### src/rtl/sync_frame_tx_pkg.sv
// sync_frame_tx_pkg: frame constants and state encoding for the framed serial
// link. The transmitter and the hunting receiver import these definitions, so
// both ends use the same head pattern and check interval.
package sync_frame_tx_pkg;

  localparam int           BYTE_W       = 8;
  localparam int           FRAME_LEN    = 64;
  localparam int           HEAD_LEN     = 8;
  localparam logic [7:0]   HEAD_PATTERN = 8'b0111_1110;
  localparam logic [7:0]   FILL_BYTE    = 8'h00;
  localparam int           PAY_BYTES    = (FRAME_LEN - HEAD_LEN) / BYTE_W;

  // Receiver side: heads are expected every FRAME_LEN bits. A corrupted head
  // is the bitwise inverse of the real one.
  localparam int           SYNC_CHECK_INTERVAL = FRAME_LEN;
  localparam logic [7:0]   HEAD_PATTERN_BAD    = ~HEAD_PATTERN;

  typedef enum logic [1:0] {
    IDLE    = 2'd0,
    HEAD    = 2'd1,
    PAYLOAD = 2'd2
  } tx_state_e;

endpackage

### src/rtl/sync_frame_tx_bytebuf.sv
// sync_frame_tx_bytebuf: one-entry holding register between the payload
// valid/ready interface and the transmitter's shift register.
//   clk_out, rst_n : clock, synchronous active-low reset
//   pay_data/pay_valid/pay_ready : upstream byte handshake
//   enable    : transmitter wants bytes (tx_en || tx_busy)
//   pop       : shift register takes the held byte this cycle
//   buf_valid/buf_data : held byte
module sync_frame_tx_bytebuf
  import sync_frame_tx_pkg::*;
(
  input  logic              clk_out,
  input  logic              rst_n,
  input  logic [BYTE_W-1:0] pay_data,
  input  logic              pay_valid,
  input  logic              enable,
  input  logic              pop,
  output logic              pay_ready,
  output logic              buf_valid,
  output logic [BYTE_W-1:0] buf_data
);

  // Ready only while empty, so a pop and a refill never share a cycle.
  assign pay_ready = rst_n && !buf_valid && enable;

  always_ff @(posedge clk_out) begin
    if (!rst_n) begin
      buf_valid <= 1'b0;
      buf_data  <= '0;
    end else if (pay_valid && pay_ready) begin
      buf_valid <= 1'b1;
      buf_data  <= pay_data;
    end else if (pop) begin
      buf_valid <= 1'b0;
    end
  end

endmodule

### src/rtl/sync_frame_tx.sv
// sync_frame_tx: serial frame transmitter. Each frame is a HEAD_LEN-bit head
// followed by payload bytes (MSB first), one bit per clk_out cycle. Missing
// payload bytes are replaced by FILL_BYTE; err_inject inverts the next head.
//   clk_out, rst_n : clock, synchronous active-low reset
//   tx_en          : enable framing, sampled at frame boundaries
//   pay_data/pay_valid/pay_ready : payload byte handshake
//   err_inject     : request an inverted head on the next frame
//   data_out       : registered serial line
//   frame_start    : high while data_out carries head bit 0
//   underrun       : high while data_out carries the MSB of a fill byte
//   tx_busy        : high in HEAD/PAYLOAD
module sync_frame_tx
  import sync_frame_tx_pkg::*;
#(
  parameter int                    FRAME_LEN    = sync_frame_tx_pkg::FRAME_LEN,
  parameter int                    HEAD_LEN     = sync_frame_tx_pkg::HEAD_LEN,
  parameter logic [HEAD_LEN-1:0]   HEAD_PATTERN = sync_frame_tx_pkg::HEAD_PATTERN,
  parameter logic [BYTE_W-1:0]     FILL_BYTE    = sync_frame_tx_pkg::FILL_BYTE
) (
  input  logic              clk_out,
  input  logic              rst_n,
  input  logic              tx_en,
  input  logic [BYTE_W-1:0] pay_data,
  input  logic              pay_valid,
  output logic              pay_ready,
  input  logic              err_inject,
  output logic              data_out,
  output logic              frame_start,
  output logic              underrun,
  output logic              tx_busy
);

  localparam int CW = $clog2(FRAME_LEN);

  tx_state_e           state, state_nxt;
  logic [CW-1:0]       bit_cnt, cnt_nxt;
  logic                inj_flag, inj_nxt;
  logic                inv_r, inv_nxt;
  logic [BYTE_W-1:0]   shreg, sh_nxt;
  logic [HEAD_LEN-1:0] head_sh;
  logic                d_nxt, fs_nxt, ur_nxt;
  logic                start_nxt, load_nxt, pop;
  logic                buf_valid;
  logic [BYTE_W-1:0]   buf_data;

  assign tx_busy = (state != IDLE);

  sync_frame_tx_bytebuf u_buf (
    .clk_out   (clk_out),
    .rst_n     (rst_n),
    .pay_data  (pay_data),
    .pay_valid (pay_valid),
    .enable    (tx_en || tx_busy),
    .pop       (pop),
    .pay_ready (pay_ready),
    .buf_valid (buf_valid),
    .buf_data  (buf_data)
  );

  // State register. The line outputs are registered one step ahead so that
  // data_out/frame_start/underrun line up with the state and bit_cnt they
  // describe.
  always_ff @(posedge clk_out) begin
    if (!rst_n) begin
      state       <= IDLE;
      bit_cnt     <= '0;
      inj_flag    <= 1'b0;
      inv_r       <= 1'b0;
      shreg       <= '0;
      data_out    <= 1'b0;
      frame_start <= 1'b0;
      underrun    <= 1'b0;
    end else begin
      state       <= state_nxt;
      bit_cnt     <= cnt_nxt;
      inj_flag    <= inj_nxt;
      inv_r       <= inv_nxt;
      shreg       <= sh_nxt;
      data_out    <= d_nxt;
      frame_start <= fs_nxt;
      underrun    <= ur_nxt;
    end
  end

  // Next state / bit counter. tx_en is only looked at in IDLE and on the
  // last bit of a frame, so dropping it mid-frame never truncates a frame.
  always_comb begin
    state_nxt = state;
    cnt_nxt   = bit_cnt;
    case (state)
      IDLE: begin
        cnt_nxt = '0;
        if (tx_en) state_nxt = HEAD;
      end
      HEAD: begin
        cnt_nxt = bit_cnt + CW'(1);
        if (bit_cnt == CW'(HEAD_LEN - 1)) state_nxt = PAYLOAD;
      end
      PAYLOAD: begin
        if (bit_cnt == CW'(FRAME_LEN - 1)) begin
          cnt_nxt   = '0;
          state_nxt = tx_en ? HEAD : IDLE;
        end else begin
          cnt_nxt = bit_cnt + CW'(1);
        end
      end
      default: begin
        state_nxt = IDLE;
        cnt_nxt   = '0;
      end
    endcase
  end

  // Outputs, computed for the upcoming state/bit_cnt.
  always_comb begin
    start_nxt = (state_nxt == HEAD) && (cnt_nxt == '0);
    load_nxt  = (state_nxt == PAYLOAD) && (cnt_nxt[2:0] == 3'd0);
    pop       = load_nxt && buf_valid;

    // err_inject in the frame-start cycle still counts for that frame.
    inv_nxt = start_nxt ? (inj_flag | err_inject) : inv_r;
    inj_nxt = start_nxt ? 1'b0 : (inj_flag | err_inject);

    // A byte handshaken in a load cycle is not yet in buf_valid, so that
    // load falls back to the fill byte.
    sh_nxt  = load_nxt ? (buf_valid ? buf_data : FILL_BYTE) : {shreg[BYTE_W-2:0], 1'b0};
    ur_nxt  = load_nxt && !buf_valid;
    fs_nxt  = start_nxt;

    head_sh = HEAD_PATTERN << cnt_nxt;
    case (state_nxt)
      HEAD:    d_nxt = head_sh[HEAD_LEN-1] ^ inv_nxt;
      PAYLOAD: d_nxt = sh_nxt[BYTE_W-1];
      default: d_nxt = 1'b0;
    endcase
  end

endmodule

### config.mk
export PLATFORM = sky130hd
export DESIGN_NAME = sync_frame_tx
export DESIGN_NICKNAME = d
export VERILOG_FILES = /design/src/rtl/sync_frame_tx_pkg.sv /design/src/rtl/sync_frame_tx_bytebuf.sv /design/src/rtl/sync_frame_tx.sv
export SDC_FILE = /design/constraint.sdc
export NUM_CORES = 1
export LEC_CHECK = 0
export BUFFER_PORTS_ARGS = -buffer_cell sky130_fd_sc_hd__buf_2
export CAP_MARGIN = 20
export CORE_MARGIN = 2
export CORE_UTILIZATION = 56
export CTS_CLUSTER_SIZE = 24
export DETAILED_ROUTE_END_ITERATION = 10
export PLACE_DENSITY = 0.86
export SYNTH_ARGS = -nofsm -noshare
export SYNTH_HDL_FRONTEND = slang
export SYNTH_SLANG_ARGS = --single-unit
export TNS_END_PERCENT = 30
### constraint.sdc
create_clock -name clk_out -period 2.89 [get_ports clk_out]
set_clock_uncertainty 0.05 [all_clocks]
set_input_delay 0.867 -clock clk_out [delete_from_list [all_inputs] [get_ports clk_out]]
set_output_delay 0.867 -clock clk_out [all_outputs]
set_load 0.01 [all_outputs]
* Word-level counts from Yosys, hierarchy flattened
Index checks and enable logic that the tools add are counted.
** Storage, ports and cells
- Register bits :: 29
- Input bits :: 13
- Output and inout port bits :: 5
- Word-level logic and storage cells :: 51
** Operators by class
- Add/subtract/negate cells :: 1
- Equal/unequal tests :: 6
- Shift operators :: 1
- Multiplexer cells :: 13
- Bitwise gates (word level) :: 3
- Reductions and logical operators :: 16
** Operator list (count)
- two-way mux 8 bit :: 2
- one-hot mux 6 bit (2 select lines) :: 1
- left shift 7 x 6 -> 8 bit (first input constant) :: 1
- logical AND 1 bit :: 7
- adder 6 x 1 -> 6 bit (second input constant) :: 1
- == test 6 x 3 -> 1 bit (second input constant) :: 1
- == test 6 bit (second input constant) :: 1
- zero test 6 bit :: 1
- two-way mux 2 bit :: 3
- two-way mux 6 bit :: 1
- one-hot mux 2 bit (3 select lines) :: 1
- == test 2 x 1 -> 1 bit (second input constant) :: 2
- == test 2 bit (second input constant) :: 2
- two-way mux 1 bit :: 4
- nonzero test 2 bit :: 2
- zero test 3 bit :: 1
- AND reduction 3 bit :: 1
- zero test 2 bit :: 1
- one-hot mux 1 bit (2 select lines) :: 1
- OR reduction 2 bit :: 1
- zero test 1 bit :: 1
- logical OR 1 bit :: 1
- inverter 1 bit :: 1
- OR 1 bit :: 1
- bitwise XOR 1 bit :: 1

* Logic depth before layout (Yosys ltp)
- Word-level depth :: 8
- Depth in mapped cells :: 11
- Mapped depth without buffers :: 11

* Cells and area by module
Synthesis repeated with hierarchy kept, for this count alone.
** Second synthesis, totals
- Cells, all modules :: 172
- Area, all modules :: 1492.7 µm²
** Modules (own cells, without submodules)
- sync_frame_tx :: instances 1, cells an instance 132, area an instance 1114.8 µm², seq. area each 400.4 µm²
- sync_frame_tx_bytebuf :: instances 1, cells an instance 40, area an instance 377.9 µm², seq. area each 180.2 µm²

* Worst setup path after synthesis
OpenSTA, ideal clock, no wires.
- Kind :: input to register
- Start point :: input port tx_en
- End point :: register data_out
- Library setup time :: 0.088 ns
- Arrival time :: 2.378 ns
- Data required time :: 2.752 ns
- Path slack :: 0.374 ns
- Stages :: 7
- Buffers on the path :: 0
- Cells stage by stage :: o31ai_1 o2bb2a_1 o21ai_0 ha_1 nand3_1 mux2_2 a311oi_2
** Between the ends
- Cells in the longest elaborated chain, start to end :: 8
- Elaborated cells on any way between the ends :: 12
- Classes of those cells :: eq/ne (2); mux (7); bitwise (1); reduce/logical (2)
** RTL lines
- start, declared :: line sync_frame_tx.sv:22 : input logic tx_en,
- two-way mux 1 bit :: line sync_frame_tx.sv:102 : state_nxt = tx_en ? HEAD : IDLE;
- two-way mux 2 bit :: line sync_frame_tx.sv:100 : if (bit_cnt == CW'(FRAME_LEN - 1)) begin
- one-hot mux 2 bit (3 select lines) * :: line sync_frame_tx.sv:90 : case (state)
- == test 2 x 1 -> 1 bit :: line sync_frame_tx.sv:116, sync_frame_tx.sv:131
- logical AND 1 bit :: line sync_frame_tx.sv:116 : start_nxt = (state_nxt == HEAD) && (cnt_nxt == '0);
- two-way mux 1 bit :: line sync_frame_tx.sv:121 : inv_nxt = start_nxt ? (inj_flag | err_inject) : inv_r;
- bitwise XOR 1 bit :: line sync_frame_tx.sv:132 : HEAD: d_nxt = head_sh[HEAD_LEN-1] ^ inv_nxt;
- one-hot mux 1 bit (2 select lines) * :: line sync_frame_tx.sv:131 : case (state_nxt)
- end signal, assigned :: line sync_frame_tx.sv:79 : data_out <= d_nxt;
- end, declared :: line sync_frame_tx.sv:27 : output logic data_out,
Every way passes the cells marked *; elsewhere a longest branch is shown, timed or not.
A chain may end at the register's enable or synchronous reset.

* Final worst setup path
- Start point :: register bit_cnt[0]
- End point :: register data_out
** Between the ends
- Cells in the longest elaborated chain, start to end :: 8
- Elaborated cells on any way between the ends :: 19
- Classes of those cells :: add/sub (1); eq/ne (4); shift (1); mux (8); bitwise (1); reduce/logical (4)
** RTL lines
- start, declared :: line sync_frame_tx.sv:36 : logic [CW-1:0] bit_cnt, cnt_nxt;
- start signal, assigned :: line sync_frame_tx.sv:75 : bit_cnt <= cnt_nxt;
- branches (longest 7 deep; another with adder 6 x 1 -> 6 bit)
- one-hot mux 1 bit (2 select lines) * :: line sync_frame_tx.sv:131
Every way passes the cells marked *.

==> results.yml <==
drt:
  wl_per_cell_um: 12.7
  first_pass_iters: 5
  drc: 0
  vias: 1228
  ant_nets: 0
  first_iter_violations: 23
  viasPerCell: 5.69
  finalWirelength_mm: 2.74
critical_path:
  cp-startpoint: "bit_cnt[0]$_SDFF_PN0_"
  reg2reg_slack_ns: 0.26
  crit_type: "flop to flop"
  r2r-start: "bit_cnt[0]$_SDFF_PN0_"
  path_common_cell: "ha_1"
  path_depth: 9
  cp_slowest_cell: "dfxtp_1"
  ff2ff_path_depth: 9
  path_max_fanout: 7
  reg2reg_to: "data_out$_SDFF_PN0_"
  crit_arrival_ns: 2.83
  critPathTopFamily: "compound AO/OA/AOI/OAI gates"
  path_buf_inv: 0
  cpPeakStageDelay_ns: 0.43
  crit_path_end_kind: "flop"
  start_kind: "flop"
  path_cells: "ha_1, nand2_2, o31ai_1, o2bb2a_1, o21ai_1, ha_1, nand3_1, mux2_2, a311oi_2"
  cp-endpoint: "data_out$_SDFF_PN0_"
  crit_required_ns: 3.09
cts:
  cts.clk_slew.worst_paths_ns: 0.09
  cts_buffers: 5
  postCtsHoldBufs: 0
  clk_path_buf_depth: 2
  cts_setup_buffers: 0
  htree_levels: 2
  ctsRootBufferMaster: "clkbuf_4"
  insertion_delay_ns: 0.33
  clkSinkCount: 29
  cts_tree: "yes"
synthesis:
  synthDistinctLibCells: 41
  ys_warn_count: 0
  async_flop_share_pct: 0
  synth_top_area_share_pct: 41.5
  postSynthAreaPerCell_um2: 8.43
  yosysMostFrequentCell: "dfxtp_1"
  synth_fp_nets: 186
  synth_seq_cells: 29
  ys_top_cells_by_count: "dfxtp_1, nand2_1, nand3_1, a21oi_1, nor2_1"
  ys_top_cells_by_area: "dfxtp_1, nand3_1, ha_1"
  synth-main-ff-cell: "dfxtp_1"
  synth_edf_count: 0
  synth_top_cell_by_area: "dfxtp_1"
  syn_area_um2: 1400
  syn_inst: 166
  synth-seq-area-share_pct: 41.5
cells_and_area:
  syn_to_final_growth_pct: 12.7
  drive_gt1_share_pct: 18.3
  n_antenna_cell: 0
  nNetsFinal: 206
  final_util_pct: 64.8
hold_path:
  hp-start: "shreg[0]$_SDFF_PN0_"
  hp-class: "flop to flop"
power_and_ir_drop:
  peakVddDrop_mv: 0.412
  p_total_w: 0.000746
  p_leak_nw: 0.642
  power_density_nw_per_um2: 473
place:
  gp_congestion: 0.811
  hpwl_mm: 2.04
  port_buffers: 17
global_route:
  grt_pass1_vias: 1198
  grt_max_degree: 21
  grt_pass1_wl_mm: 4.77
  track_usage_pct: 23.0
  antenna_found_initial: 0
  grt.overflow.total: 0
timing:
  relSlewSlack_pct: 54.2
  setup_tns_ns: 0
  rsz0062_at_grt: "false"
  worstMarginPinSlew_ns: 0.683
  setup_viol: 0
  max_freq_mhz: 380
  min_period_ns: 2.63
  finalHoldViolations: 0
  min_period_over_period_pct: 91.0
  slew_viol_final: 0
outcome:
  status: "completed"
floorplanning:
  dieArea_um2: 2910
  core_um2: 2430
  die_h_um: 54.0
  start_util_pct: 57.5
  ioPinCount: 18
  fp-row-count: 18
  die_w_um: 54.0
run:
  drv_cap: 0
worst min-delay path: stages (launching register included):
cell and delay, ns:
dfxtp_1 0.31, nand2_1 0.05, a21oi_1 0.05
cell families after synthesis:
family,synth area share (%)
AND/OR/NAND/NOR,24.5
AO/OA/AOI/OAI,18.3
flip-flops,41.5
buffers and inverters,3.67
adder cells (fa/ha/maj),6.98
XOR/XNOR,3.13
multiplexers,1.88
state kept, by name (all words and copies together), names as in the netlist, 2 cells and up:
signal          flops
state               2
bit_cnt             6
shreg               7
u_buf.buf_data      8
cell usage in the layout, fill, tap and decap left out, types with 2 or more instances in the layout:
cell / n
a21oi_1: 17
and3_1: 2
buf_2: 17
buf_4: 2
clkbuf_4: 5
dfxtp_1: 29
ha_1: 7
inv_1: 7
nand2_1: 22
nand3_1: 19
nor2_1: 15
nor2b_1: 2
nor3_1: 4
nor3b_1: 2
o21ai_1: 2
o31a_1: 2
o31ai_1: 2
xor2_1: 4
how the worst min path moves through the flow:
stage	depth (start not counted)	slack, ns	endpoint
4_1_cts	2	0.39	shreg[2]$_SDFF_PN0_
2_1_floorplan	2	0.37	shreg[1]$_SDFF_PN0_
3_3_place_gp	2	0.38	shreg[3]$_SDFF_PN0_
6_report	2	0.39	shreg[1]$_SDFF_PN0_
3_5_place_dp	2	0.38	shreg[2]$_SDFF_PN0_
5_1_grt	2	0.42	shreg[5]$_SDFF_PN0_
power by group:
part / internal [W] / switching (W)
clock network: 0.000115 / 0.000129
logic: 0.0000350 / 0.0000462
registers: 0.000412 / 0.00000906
area by class of cell:
cell class | count | area, um2
Timing Repair Buffer | 19 | 100
Inverter | 7 | 26.3
Fill cell | 212 | 856
Multi-Input combinational cell | 124 | 777
Sequential cell | 29 | 581
Clock buffer | 7 | 55.1
Tap cell | 30 | 37.5
routing by layer:
metal  wire length, um  GRT usage, %  part of all wire, %  up-vias
met5                 0             0                    0        -
met4                49          10.0                  1.8        0
met3               168          7.78                  6.1        7
met2              1360          38.8                   50       34
met1              1160          26.2                   42      567
li1                  -             -                    -      620
through the flow:
| step | cells | worst slack [ns] | area, um2 | hold WS (ns) |
|---|---|---|---|---|
| floorplan | 166 | 0.374 | 1400 | 0.367 |
| global placement | 209 | 0.180 | 1510 | 0.376 |
| detailed placement | 209 | 0.0206 | 1510 | 0.383 |
| CTS | 216 | 0.103 | 1570 | 0.395 |
| global route | 216 | 0.0322 | 1580 | 0.417 |
| finish | 216 | 0.259 | 1580 | 0.391 |
what timing repair did:
| item | CTS | global route |
|---|---|---|
| pin swaps | 0 | 0 |
| gates resized for setup | 1 | 2 |
| endpoints found under the setup margin | 1 | 9 |
Power figures use the tool's default switching activity.
